### src/rtl/vote_pkg.sv
// Shared types and constants for the 4-voter session controller and classifier.
package vote_pkg;

    localparam int NUM_VOTERS = 4;

    localparam logic [2:0] DEC_LOW  = 3'b100;
    localparam logic [2:0] DEC_TIE  = 3'b010;
    localparam logic [2:0] DEC_HIGH = 3'b001;

    typedef enum logic [1:0] {
        IDLE,
        COLLECT,
        DECIDE,
        RESULT
    } state_t;

    function automatic logic [2:0] popcount(input logic [NUM_VOTERS-1:0] bits);
        logic [2:0] cnt;
        cnt = '0;
        for (int unsigned i = 0; i < NUM_VOTERS; i++) begin
            cnt = cnt + 3'(bits[i]);
        end
        return cnt;
    endfunction

endpackage

### src/rtl/vote_classify.sv
// Combinational ballot classifier: 0-1 yes -> low, 2 -> tie, 3-4 -> high.
module vote_classify
    import vote_pkg::*;
(
    input  logic [NUM_VOTERS-1:0] ballot,
    output logic [2:0]            dec
);

    logic [2:0] yes_cnt;

    always_comb begin
        yes_cnt = popcount(ballot);
        if (yes_cnt <= 3'd1) begin
            dec = DEC_LOW;
        end else if (yes_cnt == 3'd2) begin
            dec = DEC_TIE;
        end else begin
            dec = DEC_HIGH;
        end
    end

endmodule

### src/rtl/vote_session_ctrl.sv
// Voting session sequencer: collect one vote per voter, close on all-voted or
// timeout, classify and strobe a one-hot decision. TIE_REVOTE_EN enables tie re-votes.
module vote_session_ctrl
    import vote_pkg::*;
#(
    parameter int TIMEOUT_CYCLES = 16,
    parameter int MAX_REVOTES    = 2
) (
    input  logic                  clk,
    input  logic                  rst,
    input  logic                  start_i,
    input  logic [NUM_VOTERS-1:0] vote_valid_i,
    input  logic [NUM_VOTERS-1:0] vote_bit_i,
    output logic [NUM_VOTERS-1:0] vote_ready_o,
    output logic                  busy_o,
    output logic                  dec_valid_o,
    output logic [2:0]            dec_o,
    output logic                  timeout_o,
    output logic [1:0]            round_o
);

    localparam int            TW         = $clog2(TIMEOUT_CYCLES);
    localparam logic [TW-1:0] TIMER_LAST = TW'(TIMEOUT_CYCLES - 1);

`ifdef TIE_REVOTE_EN
    localparam bit REVOTE_EN = 1'b1;
`else
    localparam bit REVOTE_EN = 1'b0;
`endif

    state_t                  state;
    logic [NUM_VOTERS-1:0]   ballot;
    logic [NUM_VOTERS-1:0]   voted;
    logic [TW-1:0]           timer;
    logic [1:0]              round;
    logic                    timed_out;
    logic [NUM_VOTERS-1:0]   accept;
    logic [NUM_VOTERS-1:0]   voted_next;
    logic [2:0]              cls_dec;
    logic                    revote_ok;

    vote_classify u_classify (
        .ballot (ballot),
        .dec    (cls_dec)
    );

    assign vote_ready_o = (state == COLLECT) ? ~voted : '0;
    assign busy_o       = (state != IDLE);
    assign accept       = vote_valid_i & vote_ready_o;
    assign voted_next   = voted | accept;
    assign revote_ok    = REVOTE_EN && (round < 2'(MAX_REVOTES));

`ifdef TIE_REVOTE_EN
    assign round_o = round;
`else
    assign round_o = '0;
`endif

    always_ff @(posedge clk or posedge rst) begin
        if (rst) begin
            state       <= IDLE;
            ballot      <= '0;
            voted       <= '0;
            timer       <= '0;
            round       <= '0;
            timed_out   <= 1'b0;
            dec_valid_o <= 1'b0;
            dec_o       <= '0;
            timeout_o   <= 1'b0;
        end else begin
            dec_valid_o <= 1'b0;
            case (state)
                IDLE: begin
                    if (start_i) begin
                        state     <= COLLECT;
                        ballot    <= '0;
                        voted     <= '0;
                        timer     <= '0;
                        round     <= '0;
                        timed_out <= 1'b0;
                        dec_o     <= '0;
                        timeout_o <= 1'b0;
                    end
                end
                COLLECT: begin
                    ballot <= (ballot & ~accept) | (vote_bit_i & accept);
                    voted  <= voted_next;
                    // A full mask wins over expiry in the same cycle, so no timeout flag.
                    if (voted_next == '1) begin
                        state     <= DECIDE;
                        timed_out <= 1'b0;
                    end else if (timer == TIMER_LAST) begin
                        state     <= DECIDE;
                        timed_out <= 1'b1;
                    end else begin
                        timer <= timer + 1'b1;
                    end
                end
                DECIDE: begin
                    if ((cls_dec == DEC_TIE) && revote_ok) begin
                        state  <= COLLECT;
                        ballot <= '0;
                        voted  <= '0;
                        timer  <= '0;
                        round  <= round + 2'd1;
                    end else begin
                        state       <= RESULT;
                        dec_valid_o <= 1'b1;
                        dec_o       <= cls_dec;
                        timeout_o   <= timed_out;
                    end
                end
                RESULT: begin
                    state <= IDLE;
                end
                default: begin
                    state <= IDLE;
                end
            endcase
        end
    end

endmodule

### config.mk
export PLATFORM = sky130hd
export DESIGN_NAME = vote_session_ctrl
export DESIGN_NICKNAME = d
export VERILOG_FILES = /design/src/rtl/vote_pkg.sv /design/src/rtl/vote_classify.sv /design/src/rtl/vote_session_ctrl.sv
export SDC_FILE = /design/constraint.sdc
export NUM_CORES = 1
export LEC_CHECK = 0
export CAP_MARGIN = 15
export CELL_PAD_IN_SITES_DETAIL_PLACEMENT = 1
export CELL_PAD_IN_SITES_GLOBAL_PLACEMENT = 1
export CORE_ASPECT_RATIO = 0.9
export CORE_MARGIN = 2
export CORE_UTILIZATION = 42
export DETAILED_ROUTE_END_ITERATION = 10
export PLACE_DENSITY = 0.92
export SETUP_SLACK_MARGIN = 0.02
export SYNTH_ARGS = -nofsm -noshare
export SYNTH_HDL_FRONTEND = slang
export SYNTH_HIERARCHICAL = 1
export SYNTH_SLANG_ARGS = --single-unit
### constraint.sdc
create_clock -name clk -period 5.6 [get_ports clk]
set_clock_uncertainty 0.15 [all_clocks]
set_input_delay 0.56 -clock clk [delete_from_list [all_inputs] [get_ports clk]]
set_output_delay 0.56 -clock clk [all_outputs]
set_load 0.05 [all_outputs]
==> metrics, run 1 <==
I/O pin count=23; Chip Width=59.46 µm; met2 wire length=1323 µm; Iteration-0 DRC Markers=13; Worst-Margin Slew=0.8011 ns; critical hold path startpoint=dec_o[0]$_DFFE_PP0P_; Yosys cell types=34; DP HPWL=2111 µm; largest family of logic cells by synthesized area=compound AO/OA/AOI/OAI gates; Port Buffers=20; setup tns final=0 ns; wire length on met1=1302 µm; Compound-Gate Fraction of Synth Area=19.16%; CP endpoint=vote_ready_o[1]; worst reg-to-reg path cell count=6; Worst IR Drop VDD=234.3 µV; first-pass GRT wire length=4422 µm; Final ANT Viol Nets=0; RR Endpoint=state[1]$_DFFE_PP0P_; mux cell area share after synthesis=5.705%; Hold Crit Depth=1; Cells after Synth=115; period utilization=56.96%; post-synth top area share=43.06%; Nets=155; reg-to-reg setup timing slack=3.04 ns; P&R area growth vs syn=20.34%; DRC=0; dominant register cell in the synthesized netlist=dfrtp_1; Rows=18; non-filler cells, final=164; WS Path Type=flop to output port; sequential share of the synthesized area=43.06%; share of cells above drive strength 1=5.970%; clk_lat worst skew=0.30 ns; number of flops mapped to enable cells by yosys=0; crit end category=output port; drt pass-1 iters=5; Die Y=53.91 µm; Sinks on Clock Net=20; CP arrival=2.48 ns; total CTS buffers=3; max-cap violations=0; Max Used Layer=met4; clk buf depth=2; Avg Synthesized Cell Area=10.11 µm²; Worst R2R Start=state[1]$_DFFE_PP0P_; number of diodes=0; via count=957; routed wl met3=93 µm; most numerous cell in the Yosys netlist=dfrtp_1; Startpoint Class=flop; class of the worst hold path=flop to flop; Worst Path Required=4.89 ns; Total Routing Usage GR=18.93%; clk root buf=clkbuf_4; global route overflow=0; Post-Syn Area=1162 µm²; ranking of synthesized cells by area=dfrtp_1, ha_1, a21oi_1; P_leak=0.6272 nW; Seq cells post-synth=20; setup violators final=0; Die ar.=3205 µm²; initial core utilization=43.37%; achievable clock frequency=313.5 MHz; CTS tree=built; YS warnings=6; core area=2680 µm²; placed cells=161; drt wl/cell=16.86 µm; Final Critical Period=3.190 ns; XOR/XNOR share of the synthesized area=0%; leading cell types by count after synthesis=dfrtp_1, a21oi_1, nor2_1; CTS H-tree lvls=1; cell taking the most area after synthesis=dfrtp_1; Total Wirelength=2765 µm; fin util=52.19%; relative slew slack=46.54%; status=completed; PD cells=576.6 nW/µm²; crit path launch=state[1]$_DFFE_PP0P_; total chip power=0.8066 mW; routability cong.=0.7841; simple logic cell fraction of the synthesized area=17.87%; Fin. Hold Viols=0; largest net degree at the start of global routing=24; RSZ-0062 raised after global routing=no; CTS Hold Bufs=0; crit path max fanout=23; average vias per placed instance=5.835; Post CTS Setup Buffer Count=0; antenna violations before repair=0; async set-reset flop share out of synthesis=100.0%; pins over their slew limit=0; Synth Area in Adders=9.257%; clk slew on worst S/H paths=0.11 ns; Fillers=313; vias in the first global route=927; post-CTS sizing=0
stage by stage:
step / hold slack [ns] / setup slack (ns) / instance area, µm²
2_1_floorplan: 0.3356 / 3.041 / 1166
4_1_cts: 0.3625 / 2.393 / 1399
3_5_place_dp: 0.3371 / 2.765 / 1376
6_report: 0.3583 / 2.410 / 1399
3_3_place_gp: 0.3249 / 2.857 / 1376
5_1_grt: 0.3820 / 2.285 / 1399
worst min path at each step:
| stage | to |
|---|---|
| after floorplan | timer[0]$_DFFE_PP0P_ |
| after global placement | dec_o[2]$_DFFE_PP0P_ |
| after detailed placement | dec_o[0]$_DFFE_PP0P_ |
| after CTS | dec_o[0]$_DFFE_PP0P_ |
| after global routing | dec_o[0]$_DFFE_PP0P_ |
| final | dec_o[0]$_DFFE_PP0P_ |
power by group:
| group | switching (mW) | internal [mW] | leakage, nW |
|---|---|---|---|
| Combinational | 0.309 | 0.190 | 0.352 |
| Clock | 0.0441 | 0.0251 | 0.0138 |
| Sequential | 0.0432 | 0.195 | 0.262 |
| Total | 0.396 | 0.410 | 0.627 |
worst max-delay path, stage by stage, from the launching register on:
cell and delay [ns]:
dfrtp_1 0.41, inv_1 0.09, ha_1 0.62, and2b_1 0.24, clkdlybuf4s50_1 0.82
cell families (layout without fill, tap and decap cells):
family                   after synthesis  count (layout)
multiplexers                           6               6
AND/OR/NAND/NOR                       35              35
other                                  1               2
AO/OA/AOI/OAI                         33              33
buffers and inverters                 12              30
adder cells (fa/ha/maj)                8               8
flip-flops                            20              20
final cells by class:
cell class	instances	area [µm²]	share of cell area (%)
clock buffer	3	22.52	1.610
inverter	7	26.28	1.878
sequential	20	500.5	35.78
multi-input combinational	84	611.8	43.74
tap	30	37.54	2.683
timing repair buffer	20	200.2	14.31
placed cells by master, fill, tap and decap left out, types with 2 or more instances in the layout:
cell and n:
a21boi_0 2, and2b_1 2, o21ai_0 4, o22ai_1 3, mux2i_1 4, nor4_1 2, nor2b_1 3, a32o_1 4
conb_1 2, ha_1 7, clkbuf_4 3, dfrtp_1 20, a21oi_1 15, nor3_1 3, inv_1 7, nor2_1 12
clkdlybuf4s50_1 20, nand2b_1 2, nand4b_1 5
layer usage:
layer / global-route usage (%) / up-vias
li1: - / 459
met1: 26.39 / 471
met2: 29.30 / 23
met3: 2.404 / 4
met4: 8.712 / 0
met5: 0 / -
state kept, by name (all words and copies together) (netlist names):
| name | flops |
|---|---|
| ballot | 4 |
| timer | 4 |
| voted | 4 |
| dec_o | 3 |
| state | 2 |
| dec_valid_o | 1 |
| timed_out | 1 |
| timeout_o | 1 |
No activity file was read; power rests on OpenSTA's default activity.
==> inputs of run 2 (changes only) <==
--- a/config.mk
+++ b/config.mk
@@ -10,9 +10,9 @@
 export CELL_PAD_IN_SITES_GLOBAL_PLACEMENT = 1
 export CORE_ASPECT_RATIO = 0.9
 export CORE_MARGIN = 2
-export CORE_UTILIZATION = 42
+export CORE_UTILIZATION = 39
 export DETAILED_ROUTE_END_ITERATION = 10
-export PLACE_DENSITY = 0.92
+export PLACE_DENSITY = 0.86
 export SETUP_SLACK_MARGIN = 0.02
 export SYNTH_ARGS = -nofsm -noshare
 export SYNTH_HDL_FRONTEND = slang
==> constraint.sdc (replaced) <==
create_clock -name clk -period 3.25 [get_ports clk]
set_clock_uncertainty 0.15 [all_clocks]
set_input_delay 0.325 -clock clk [delete_from_list [all_inputs] [get_ports clk]]
set_output_delay 0.325 -clock clk [all_outputs]
set_load 0.05 [all_outputs]
==> run 2 against run 1 <==
Combinational power increased by 72%. Via count rose by 0.21%. Cell area up 2.4%. Wire length down 2.6%. Clock-buffer cell count rose by 1. Register-to-register slack lost 2.3 ns. First-iteration DRC count rose by 15%. Die area increased by 7.1%. Largest cell class unchanged. Flip-flop and latch count unchanged. Largest power group unchanged.
==> metrics, run 2 (synthesis gave the netlist of run 1 again) <==
status=completed (unchanged); slowest stage delay, CP=0.81 ns (was 0.82 ns); CTS Hold Bufs=0 (unchanged); PD cells=989.6 nW/µm² (was 576.6 nW/µm²); post-CTS sizing=0 (unchanged); Final Critical Period=2.802 ns; clock share of power=10.2% (was 8.6%); Die ar.=3434 µm² (was 3205 µm²); fin util=51.30% (was 52.19%); Worst Path Required=2.77 ns (was 4.89 ns); reg-to-reg setup timing slack=0.74 ns (was 3.04 ns); Worst-Margin Slew=0.7629 ns (was 0.8011 ns); Net Sw Power=0.6781 mW (was 0.3961 mW); largest net degree at the start of global routing=21 (was 24); CTS H-tree lvls=1 (unchanged); crit path cell chain=inv_1, ha_1, nor2b_1, clkdlybuf4s50_1 (was inv_1, ha_1, and2b_1, clkdlybuf4s50_1); total chip power=1.418 mW (was 0.8066 mW); CTS tree=built (unchanged); Reg power frac=29.2% (was 29.5%); max-cap violations=0 (unchanged); Post CTS Setup Buffer Count=0 (unchanged); achievable clock frequency=356.9 MHz; average vias per placed instance=5.449 (was 5.835); sw frac=47.83% (was 49.11%); Total Routing Usage GR=17.55% (was 18.93%); CP arrival=2.33 ns (was 2.48 ns); RSZ-0062 raised after global routing=no (unchanged); global route overflow=0 (unchanged); initial core utilization=41.62% (was 43.37%); relative slew slack=49.08% (was 46.54%); DRC=0 (unchanged); drt pass-1 iters=4 (was 5); Startpoint Class=flop (unchanged); Final ANT Viol Nets=0 (unchanged); crit path max fanout=18 (was 23); clk root buf=clkbuf_4 (unchanged); Worst IR Drop VDD=391.4 µV (was 234.3 µV); Worst R2R Start=state[1]$_DFFE_PP0P_ (unchanged); Iteration-0 DRC Markers=15 (was 13); core area=2793 µm² (was 2680 µm²); P&R area growth vs syn=23.25% (was 20.34%); antenna violations before repair=0 (unchanged); DP HPWL=2085 µm (was 2111 µm); Rows=18 (unchanged); crit end category=output port (unchanged); commonest non-fill, non-tap cells in the layout=dfrtp_1, clkdlybuf4s50_1, a21oi_1 (unchanged); pins over their slew limit=0 (unchanged); Comb power frac=60.6% (was 61.9%); Fillers=354 (was 313); setup violators final=0 (unchanged); via count=959 (was 957); P_leak=0.6395 nW (was 0.6272 nW); WS Path Type=flop to output port (unchanged); share of cells above drive strength 1=7.353% (was 5.970%); Top Registers=ballot x4, timer x4, voted x4 (unchanged); clk_lat worst skew=0.30 ns (about the same); clk buf depth=2 (unchanged); first-pass GRT wire length=4505 µm (was 4422 µm); RR Endpoint=state[1]$_DFFE_PP0P_ (unchanged); Die Y=55.79 µm (was 53.91 µm); Sinks on Clock Net=20 (unchanged); vias in the first global route=956 (was 927); Total Wirelength=2693 µm (was 2765 µm); I/O pin count=23 (unchanged); class of the worst hold path=input pin to async pin (was flop to flop); Slowest cell on crit path=clkdlybuf4s50_1 (unchanged); number of diodes=0 (unchanged); worst reg-to-reg path cell count=7 (was 6); clk slew on worst S/H paths=0.12 ns (was 0.11 ns); routability cong.=0.8214 (was 0.7841); Port Buffers=20 (unchanged); internal power=0.7397 mW (was 0.4105 mW); Fin. Hold Viols=0 (unchanged); Nets=156 (was 155); period utilization=86.22%; setup tns final=0 ns (unchanged); drt wl/cell=15.30 µm (was 16.86 µm); Chip Width=61.55 µm (was 59.46 µm); total CTS buffers=3 (unchanged)
[run 2: cell types whose count changed in the layout (fill, tap and decap cells not counted)]
cell,before,now
clkbuf_8,0,1
buf_4,0,1
[run 2: worst max-delay path, delay by kind of cell (launching register included)]
kind	cells	cell delay (ns)
fa+ha+maj	1	0.51
buf+inv	2	0.89
flops	1	0.41
simple gates	1	0.21
[run 2: worst max path at each step]
stage | startpoint | end | slack, ns | cells after the start
5_1_grt | state[1]$_DFFE_PP0P_ | vote_ready_o[2] | 0.26 | 4
6_report | state[1]$_DFFE_PP0P_ | vote_ready_o[2] | 0.45 | 4
3_3_place_gp | state[1]$_DFFE_PP0P_ | vote_ready_o[3] | 0.80 | 4
3_5_place_dp | state[1]$_DFFE_PP0P_ | vote_ready_o[3] | 0.78 | 4
4_1_cts | state[1]$_DFFE_PP0P_ | vote_ready_o[3] | 0.42 | 4
2_1_floorplan | state[1]$_DFFE_PP0P_ | vote_ready_o[2] | 0.93 | 5
[run 2: stage by stage]
| stage | setup slack [ns] | cells | hold WS (ns) | area, µm² |
|---|---|---|---|---|
| floorplan | 0.9263 | 116 | 0.1388 | 1166 |
| global placement | 0.8020 | 172 | 0.3224 | 1396 |
| detailed placement | 0.7796 | 172 | 0.3298 | 1396 |
| CTS | 0.4235 | 176 | 0.3253 | 1433 |
| global route | 0.2613 | 176 | 0.3582 | 1433 |
| finish | 0.4478 | 176 | 0.2926 | 1433 |
[run 2: layer usage]
| metal | global-route usage, % | routed length (µm) | vias to the layer above |
|---|---|---|---|
| li1 | - | - | 460 |
| met1 | 22.34 | 1208 | 477 |
| met2 | 28.87 | 1376 | 18 |
| met3 | 1.628 | 62 | 4 |
| met4 | 8.511 | 45 | 0 |
| met5 | 0 | 0 | - |
[run 2: final cells by class]
cell class	count	area (µm²)	area share, %
Clock buffer	4	36.28	2.533
Tap cell	40	50.05	3.493
Sequential cell	20	500.5	34.93
Timing Repair Buffer	21	207.7	14.50
Multi-Input combinational cell	84	611.8	42.71
Inverter	7	26.28	1.834
[run 2: power groups by stage]
stage	sequential (mW)	combinational, mW	clock [mW]
after floorplan	0.462	0.575	0
after detailed placement	0.420	0.860	0
after global routing	0.427	0.933	0.162
after global placement	0.411	0.822	0
after CTS	0.414	0.866	0.149
final	0.413	0.859	0.145
